**config.mk**
```make
export PLATFORM = sky130hd
export DESIGN_NAME = tt_lq_retire_ctrl
export DESIGN_NICKNAME = d
export VERILOG_FILES = /design/src/rtl/tt_briscv_pkg.sv /design/src/rtl/tt_lq_retire_ctrl.sv
export SDC_FILE = /design/constraint.sdc
export NUM_CORES = 1
export LEC_CHECK = 0
export ABC_AREA = 1
export CAP_MARGIN = 20
export CORE_MARGIN = 3
export CORE_UTILIZATION = 64
export DETAILED_ROUTE_END_ITERATION = 12
export GPL_TIMING_DRIVEN = 0
export PLACE_DENSITY = 0.83
export SETUP_SLACK_MARGIN = 0.05
export SLEW_MARGIN = 25
export SYNTH_ARGS = -nofsm -noshare
export SYNTH_HDL_FRONTEND = slang
export SYNTH_SLANG_ARGS = --single-unit
```
**constraint.sdc**
```tcl
create_clock -name i_clk -period 11.6 [get_ports i_clk]
set_input_delay 2.32 -clock i_clk [delete_from_list [all_inputs] [get_ports i_clk]]
set_output_delay 2.32 -clock i_clk [all_outputs]
set_load 0.02 [all_outputs]
```
**src/rtl/tt_briscv_pkg.sv**
```systemverilog
// Shared load-queue types for the briscv core: entry info record, queue
// geometry and per-entry lifecycle state.
package tt_briscv_pkg;

   localparam int LQ_DEPTH      = 8;
   localparam int LQ_DEPTH_LOG2 = $clog2(LQ_DEPTH);

   typedef struct packed {
      logic        load;
      logic        vec_load;
      logic        sign_ext;
      logic [1:0]  size;
      logic [4:0]  rd;
      logic [15:0] pc;
   } lq_info_s;

   typedef enum logic [1:0] {
      LQ_FREE = 2'd0,
      LQ_PEND = 2'd1,
      LQ_DONE = 2'd2
   } lq_state_e;

   // Only loads wait for a memory response; everything else completes at allocation.
   function automatic logic needs_resp(input lq_info_s info);
      return info.load | info.vec_load;
   endfunction

endpackage

```
**src/rtl/tt_lq_retire_ctrl.sv**
```systemverilog
// Load-queue retire controller: circular buffer of entries allocated at the
// tail, completed out of order by memory responses, retired in order at the head.
module tt_lq_retire_ctrl
   import tt_briscv_pkg::*;
#(
   parameter int DEPTH = LQ_DEPTH,
   parameter int DW    = 32,
   localparam int AW   = $clog2(DEPTH)
) (
   input  logic           i_clk,
   input  logic           i_reset_n,
   input  logic           i_alloc_vld,
   input  lq_info_s       i_alloc_info,
   output logic           o_alloc_rdy,
   output logic [AW-1:0]  o_alloc_lqid,
   input  logic           i_resp_vld,
   input  logic [AW-1:0]  i_resp_lqid,
   input  logic [DW-1:0]  i_resp_data,
   output logic           o_ret_vld,
   input  logic           i_ret_rdy,
   output lq_info_s       o_ret_info,
   output logic [DW-1:0]  o_ret_data,
   output logic [AW-1:0]  o_ret_lqid,
   input  logic           i_flush,
   output logic [AW:0]    o_count,
   output logic           o_empty,
   output logic           o_full,
   output logic           o_resp_err
);

   localparam logic [AW:0] FULL_CNT = (AW+1)'(DEPTH);

   // Pointers carry one wrap bit above the index so full and empty differ.
   logic [AW:0]   head_r, tail_r, head_nxt, tail_nxt;
   lq_state_e     state_r   [DEPTH];
   lq_state_e     state_nxt [DEPTH];
   lq_info_s      info_mem  [DEPTH];
   logic [DW-1:0] data_mem  [DEPTH];
   logic          resp_err_r, resp_err_nxt;

   logic [AW-1:0] head_idx_s, tail_idx_s;
   logic [AW:0]   count_s;
   logic          full_s, ret_vld_s;
   logic          alloc_fire_s, ret_fire_s, resp_bad_s, resp_ok_s;

   assign head_idx_s   = head_r[AW-1:0];
   assign tail_idx_s   = tail_r[AW-1:0];
   assign count_s      = tail_r - head_r;
   assign full_s       = (count_s == FULL_CNT);
   assign ret_vld_s    = (state_r[head_idx_s] == LQ_DONE);
   assign alloc_fire_s = i_alloc_vld & ~full_s;
   assign ret_fire_s   = ret_vld_s & i_ret_rdy;
   // A response racing the allocation of its own entry is treated as stray.
   assign resp_bad_s   = i_resp_vld &
                         ((state_r[i_resp_lqid] != LQ_PEND) |
                          (alloc_fire_s & (i_resp_lqid == tail_idx_s)));
   assign resp_ok_s    = i_resp_vld & ~resp_bad_s;

   // State register: pointers, per-entry state and sticky error flag.
   always_ff @(posedge i_clk or negedge i_reset_n) begin
      if (!i_reset_n) begin
         head_r     <= '0;
         tail_r     <= '0;
         resp_err_r <= 1'b0;
         for (int i = 0; i < DEPTH; i++) begin
            state_r[i] <= LQ_FREE;
         end
      end else begin
         head_r     <= head_nxt;
         tail_r     <= tail_nxt;
         resp_err_r <= resp_err_nxt;
         for (int i = 0; i < DEPTH; i++) begin
            state_r[i] <= state_nxt[i];
         end
      end
   end

   // Next-state logic: flush overrides allocate, response and retire.
   always_comb begin
      head_nxt     = head_r;
      tail_nxt     = tail_r;
      resp_err_nxt = resp_err_r;
      for (int i = 0; i < DEPTH; i++) begin
         state_nxt[i] = state_r[i];
      end
      if (i_flush) begin
         head_nxt = '0;
         tail_nxt = '0;
         for (int i = 0; i < DEPTH; i++) begin
            state_nxt[i] = LQ_FREE;
         end
      end else begin
         if (alloc_fire_s) begin
            state_nxt[tail_idx_s] = needs_resp(i_alloc_info) ? LQ_PEND : LQ_DONE;
            tail_nxt              = tail_r + {{AW{1'b0}}, 1'b1};
         end else begin
            tail_nxt = tail_r;
         end
         if (resp_ok_s) begin
            state_nxt[i_resp_lqid] = LQ_DONE;
         end else begin
            resp_err_nxt = resp_err_r | resp_bad_s;
         end
         if (ret_fire_s) begin
            state_nxt[head_idx_s] = LQ_FREE;
            head_nxt              = head_r + {{AW{1'b0}}, 1'b1};
         end else begin
            head_nxt = head_r;
         end
      end
   end

   // Entry payload storage; only ever observed once the entry reaches DONE.
   always_ff @(posedge i_clk) begin
      if (!i_flush) begin
         if (alloc_fire_s) begin
            info_mem[tail_idx_s] <= i_alloc_info;
            data_mem[tail_idx_s] <= '0;
         end
         if (resp_ok_s) begin
            data_mem[i_resp_lqid] <= i_resp_data;
         end
      end
   end

   // Output decode from registered state only; payload masked while not valid.
   always_comb begin
      o_ret_vld    = ret_vld_s;
      o_ret_lqid   = head_idx_s;
      o_alloc_lqid = tail_idx_s;
      o_count      = count_s;
      o_full       = full_s;
      o_empty      = (count_s == '0);
      o_alloc_rdy  = ~full_s;
      o_resp_err   = resp_err_r;
      if (ret_vld_s) begin
         o_ret_info = info_mem[head_idx_s];
         o_ret_data = data_mem[head_idx_s];
      end else begin
         o_ret_info = '0;
         o_ret_data = '0;
      end
   end

endmodule

```
==> flow_summary.toml, run 1 <==
[sta]
hold_viol = 0
slew_headroom = 0.217
fin_skew_ns = 0.0131
timing.final.max_slew_violations = 0
tightestPinTransition_ns = 1.17
timing.setup.tns_ns = 0
postLayoutSetupSlackWorst_ns = 4.74
timing.final.setup_violations = 0
clock.fmax_mhz = 146
timing.final.crit_share = 0.591
grt_setup_unrepaired = "no"
finalWorstPathRequiredPeriod_ns = 6.86

[logic_synthesis]
synth_seq_cells = 489
average_instance_area_after_synthesis_um2 = 12.8
ys_async_sr_fraction = 0.0511
yosys_warning_total = 0
synth_cells = 1693
synth.largest_area_cell = "sky130_fd_sc_hd__edfxtp_1"
seq_area_frac_synth = 0.674
synth-simple-area-share = 0.203
proportion_of_synthesized_area_in_mux_cells = 0
synth-edff-count = 464
synth_xor_area_frac = 0.000406
netlist_top_cells_area = "sky130_fd_sc_hd__edfxtp_1 65%, sky130_fd_sc_hd__nor3_2 7.0%, sky130_fd_sc_hd__o22ai_1 3.5%, sky130_fd_sc_hd__nor3_1 3.2%, sky130_fd_sc_hd__dfrtp_1 2.9%"
synth.most_common_cell = "sky130_fd_sc_hd__edfxtp_1"
yosys_most_used_dff = "sky130_fd_sc_hd__edfxtp_1"
postSynthNetCount = 1766
synth_top_family_by_area = "simple AND/OR/NAND/NOR gates"
yosysTopAreaCellShare = 0.645
synth_adder_area_share = 0.00382
synthesis.area_um2 = 21600
synth-compound-area-share = 0.0698
synth_commonest_cells = "464 x sky130_fd_sc_hd__edfxtp_1, 160 x sky130_fd_sc_hd__nand2_1, 151 x sky130_fd_sc_hd__nor3_2"
ys_types = 41

[critical_path]
slowest_stage = "sky130_fd_sc_hd__clkbuf_1"
reg2reg_setup_slack_ns = 6.97
critPathMaxStageDelay_ns = 0.91
reg2reg_depth = 12
setup.worst_path.end_class = "primary output"
setup_crit_path_kind = "register to primary output"
worstPathMaxFanout = 10
cp.required_ns = 9.28
crit_path_start_kind = "register"
crit-reg2reg-capture = "data_mem[1][15]"
crit_arrival_ns = 4.54
worstPathCellList = "buf_2 -> nand3_1 -> clkbuf_1 -> clkbuf_1 -> o221ai_1 -> nor4_1 -> clkdlybuf4s50_1"
regToRegStartpoint = "head_r[1]"
timing.critical_path.mode_cell = "sky130_fd_sc_hd__clkbuf_1"

[placement]
finalWeightedCongestion = 0.988
detailedPlace.worstSlack_ns = 5.55
port_buffers = 134
detailedPlacementHpwl_um = 46400

[global_routing]
grt_remaining_overflow = 0
grt_pass1_vias = 16300
pin_count_of_the_biggest_net_entering_global_routing = 26
grt_pass1_wl_um = 104000
grtUsageTotal = 0.398
grt_antenna_before_repair = 1

[clock_tree]
tritoncts = "done"
cts_root_buf = "sky130_fd_sc_hd__clkbuf_16"
cts.clk_slew.worst_paths_ns = 0.06
clock_insertion_delay_worst_skew_ns = 0.57
clock_sink_count = 489
cts_hold_buf = 0
cts_post_setup_buffers_inserted = 0
maximum_number_of_buffers_from_clock_root_to_sink = 3
cts-htree-levels = 2
cts_buffers = 47
cts_resizes = 0

[die]
rows = 66
floorplan.core_area_um2 = 32900
chipWidth_um = 190
initial_utilization = 0.657
pin_count = 140
fp.dieH_um = 190
die_area_um2 = 36000

[job]
cap_viol_max_count = 0

[hold_path]
holdCritStartpoint = "o_resp_err"
holdPathStages = 2
hold_class = "register to register"
timing.hold.worst_endpoint = "o_resp_err"

[power_and_ir_drop]
ir_drop_v = 0.000130
cellLeakagePower_nw = 8.19
power-per-cell-area_nw_per_um2 = 155

[routing]
via_per_inst = 6.93
vias = 16400
number_of_nets_with_antenna_violations_after_detailed_routing = 0
post-route-drc-count = 0
wl_um = 72100
post_drt_wl_per_cell_um = 30.5
first_pass_iters = 6
first_iter_violations = 2814

[finish]
flow.area_growth_from_synthesis_pct = 18.1
post_route_cells_drive_above_1_share = 0.216
final.fill_count = 1971
n_antenna_cell = 0
fin_nets = 1970

[run_status]
run_status = "finished, final reports clean"
placed cells by master, fill, tap and decap left out, drive strengths merged, types with 26 or more instances in the layout:
cell type	instances
inv	97
edfxtp	464
nand4	26
nand3	34
o21ai	33
nor3	290
buf	90
clkbuf	122
nor2	95
nor4	43
or2	91
clkdlybuf4s50	133
nand2	161
o22ai	122
report_power, final:
| part | leakage [nW] | internal (mW) | switching, mW |
|---|---|---|---|
| combinational | 3.11 | 0.175 | 0.373 |
| sequential | 4.42 | 1.98 | 0.0260 |
| clock | 0.659 | 0.756 | 0.652 |
| total | 8.19 | 2.91 | 1.05 |
metal layers:
metal | vias to the layer above | global-route usage | part of all wire | routed length, um
met5 | - | 0 | 0.00018 | 13
met4 | 2 | 0.230 | 0.068 | 4890
met3 | 353 | 0.141 | 0.15 | 10800
met2 | 1491 | 0.615 | 0.45 | 32800
met1 | 7842 | 0.491 | 0.33 | 23600
li1 | 6721 | - | - | -
cell type report:
type                       count  area (um2)  share of cell area
tap                          442         553              0.0217
inverter                      98         368              0.0144
clock inverter                16        95.1             0.00373
buffer                       129         692              0.0271
sequential                   489       14600               0.571
timing repair buffer         155        1850              0.0725
multi-input combinational    977        6140               0.241
clock buffer                  61        1250              0.0490
how the worst max path moves through the flow:
stage / startpoint / to / slack (ns) / depth (start not counted)
6_report: head_r[0] / o_ret_data[19] / 4.74 / 7
4_1_cts: head_r[2] / o_ret_info[12] / 4.94 / 7
3_5_place_dp: head_r[2] / o_ret_info[12] / 5.55 / 7
5_1_grt: head_r[0] / o_ret_data[19] / 4.72 / 7
3_3_place_gp: i_flush / data_mem[2][30] / 3.56 / 5
2_1_floorplan: i_resp_lqid[0] / data_mem[7][0] / 6.08 / 12
flip-flops by register name (all words and copies together) (netlist names):
name and count:
info_mem 208, state_r 16, data_mem 256, o_resp_err 1, head_r 4, tail_r 4
kinds of logic (layout without fill, tap and decap cells):
group | Yosys count | in the layout
AO/OA/AOI/OAI | 230 | 230
XOR/XNOR | 1 | 1
buffers and inverters | 227 | 459
flip-flops | 489 | 489
adder cells (fa/ha/maj) | 6 | 6
AND/OR/NAND/NOR | 740 | 740
worst max-delay path: cells and delay by family (launching register included):
| family | cells | cell delay, ns |
|---|---|---|
| flops | 1 | 0.50 |
| compound gates | 1 | 0.23 |
| simple gates | 2 | 0.70 |
| buf+inv | 4 | 2.54 |
stage by stage:
step | cell area, um2 | cells | total power [mW] | hold WS, ns | util
4_1_cts | 25500 | 2367 | 3.93 | 0.471 | 0.776
3_5_place_dp | 24200 | 2290 | 2.57 | 0.455 | 0.735
2_1_floorplan | 21600 | 1693 | 2.31 | 0.515 | -
3_3_place_gp | 23500 | 2269 | 2.54 | 0.447 | 0.715
5_1_grt | 25500 | 2367 | 4.04 | 0.477 | 0.776
6_report | 25500 | 2367 | 3.96 | 0.464 | 0.776
Power figures use the tool's default switching activity.
==> inputs of run 2 (changes only) <==
- CORE_UTILIZATION: 64 -> 59
- PLACE_DENSITY: 0.83 -> 0.78
- clock period: 11.6 -> 7.1 ns (I/O delays scaled with it)
==> flow_summary.toml, run 2 (synthesis results as in run 1) <==
[critical_path]
critPathMaxStageDelay_ns = 0.87
crit_path_start_kind = "register"
crit_arrival_ns = 4.69
worstPathMaxFanout = 10
crit_buf_inv = 4
setup.worst_path.end_class = "primary output"
regToRegStartpoint = "head_r[1]"
timing.critical_path.mode_cell = "sky130_fd_sc_hd__clkbuf_1"
cp.required_ns = 5.68
setup_crit_path_kind = "register to primary output"
cp-startpoint = "head_r[0]"
slowest_stage = "sky130_fd_sc_hd__clkbuf_1"
critPathTopFamily = "buffers and inverters"
worstPathCellList = "buf_2 -> nand3_1 -> clkbuf_1 -> clkbuf_1 -> o221ai_1 -> nor4_1 -> clkdlybuf4s50_1"

[die]
fp.dieH_um = 197
die_area_um2 = 38900
floorplan.core_area_um2 = 35800
initial_utilization = 0.603
chipWidth_um = 197
pin_count = 140
rows = 69

[power_and_ir_drop]
fraction_of_power_spent_switching_nets = 0.262
power-per-cell-area_nw_per_um2 = 259
p_int_mw = 4.93
ir_drop_v = 0.000213
cellLeakagePower_nw = 8.30
pwr-share-seq = 0.489
pwr-share-comb = 0.135
switchingPower_mw = 1.75
pwr-share-clk = 0.376

[finish]
finish.instance_area_um2 = 25800
final.fill_count = 2365
flow.area_growth_from_synthesis_pct = 19.3
largest-register = "data_mem"
final_cell_mix = "464 x sky130_fd_sc_hd__edfxtp_1, 160 x sky130_fd_sc_hd__nand2_1, 151 x sky130_fd_sc_hd__nor3_2"
fin_nets = 1974
largest_reg_flops = 256
mostFrequentLayoutCell = "sky130_fd_sc_hd__edfxtp_1"
post_route_cells_drive_above_1_share = 0.220
largest_registers = "data_mem (256), info_mem (208), state_r (16)"

[placement]
finalWeightedCongestion = 0.958
port_buffers = 134
detailedPlacementHpwl_um = 46200
detailed_place.area_um2 = 24200

[clock_tree]
tritoncts = "done"
clock_sink_count = 489
maximum_number_of_buffers_from_clock_root_to_sink = 3
cts_post_setup_buffers_inserted = 0
cts_hold_buf = 0
clock_insertion_delay_worst_skew_ns = 0.58
cts_buffers = 49
cts.clk_slew.worst_paths_ns = 0.07
cts_resizes = 0
cts-htree-levels = 2
cts_root_buf = "sky130_fd_sc_hd__clkbuf_16"

[routing]
wl_um = 72400
vias = 16300
number_of_nets_with_antenna_violations_after_detailed_routing = 0
first_iter_violations = 2411
via_per_inst = 6.81
post_drt_wl_per_cell_um = 30.2
post-route-drc-count = 0
first_pass_iters = 6

[global_routing]
grt_antenna_before_repair = 6
pin_count_of_the_biggest_net_entering_global_routing = 26
grt_pass1_vias = 15900
grtUsageTotal = 0.371
grt_pass1_wl_um = 104000
grt_remaining_overflow = 0

[job]
cap_viol_max_count = 0

[sta]
fin_skew_ns = 0.0182
grt_setup_unrepaired = "no"
timing.setup.tns_ns = 0
clock.fmax_mhz = 164
timing.final.max_slew_violations = 0
timing.final.setup_violations = 0
timing.final.crit_share = 0.860
hold_viol = 0
slew_headroom = 0.215
tightestPinTransition_ns = 1.18
finalWorstPathRequiredPeriod_ns = 6.11

[hold_path]
hold_class = "register to register"
holdCritStartpoint = "o_resp_err"

[run_status]
run_status = "finished, final reports clean"
run 2: cell types whose count changed in the layout (fill, tap and decap cells not counted), moves of 3 or more:
cell and change:
sky130_fd_sc_hd__buf_12 +3, sky130_fd_sc_hd__bufinv_16 +3, sky130_fd_sc_hd__clkbuf_1 -5, sky130_fd_sc_hd__clkbuf_16 +3, sky130_fd_sc_hd__clkinv_1 +6, sky130_fd_sc_hd__clkinv_2 +4
run 2: path summary, 6_finish.rpt:
kind / to / slack [ns] / depth (start not counted)
worst min-delay path: o_resp_err / 0.46 / 2
worst max-delay path: o_ret_data[25] / 0.99 / 7
max in group asynchronous: state_r[13] / 5.78 / 1
worst max register to register: data_mem[1][15] / 2.66 / 11
min in group asynchronous: tail_r[2] / 0.87 / 1
worst min register to register: o_resp_err / 0.46 / 2
run 2: through the flow:
step                total power, mW  hold WS (ns)  setup slack [ns]  utilization  std cells
floorplan                      3.77         0.515              2.32            -       1693
global placement               4.16         0.449            -0.209        0.656       2288
detailed placement             4.20         0.460              1.89        0.676       2311
CTS                            6.65         0.473              1.21        0.719       2399
global route                   6.83         0.515              1.06        0.719       2400
finish                         6.68         0.465             0.994        0.719       2401
run 2: metal layers:
metal	share of wire	GRT usage
met2	0.46	0.578
met4	0.056	0.178
met1	0.34	0.485
met3	0.15	0.106
met5	0.00029	0
run 2: worst reg2reg max path, stage by stage (launching register included):
cell	delay [ns]
sky130_fd_sc_hd__dfrtp_1	0.40
sky130_fd_sc_hd__buf_2	0.25
sky130_fd_sc_hd__clkinv_1	0.34
sky130_fd_sc_hd__fa_1	0.58
sky130_fd_sc_hd__or2_0	0.25
sky130_fd_sc_hd__nor2_1	0.11
sky130_fd_sc_hd__nand3_1	0.27
sky130_fd_sc_hd__nand3_2	0.34
sky130_fd_sc_hd__nand4_2	0.44
sky130_fd_sc_hd__buf_2	0.42
sky130_fd_sc_hd__a21oi_4	0.47
sky130_fd_sc_hd__buf_16	0.24
run 2: power groups by stage:
stage,registers [mW],logic (mW),clock network (mW)
floorplan,3.32,0.450,0
global placement,3.33,0.828,0
detailed placement,3.33,0.875,0
CTS,3.27,0.881,2.50
global route,3.27,0.943,2.61
finish,3.27,0.901,2.51
run 2: area by class of cell:
type                    instances  area (um2)  area share
clock buffers                  60        1310      0.0508
clock inverters                28         209     0.00811
multi-input cells             977        6140       0.238
flip-flops and latches        489       14600       0.565
well taps                     461         577      0.0224
inverters                      98         368      0.0143
repair buffers                157        1910      0.0740
diodes                          2        5.00    0.000194
plain buffers                 129         693      0.0269
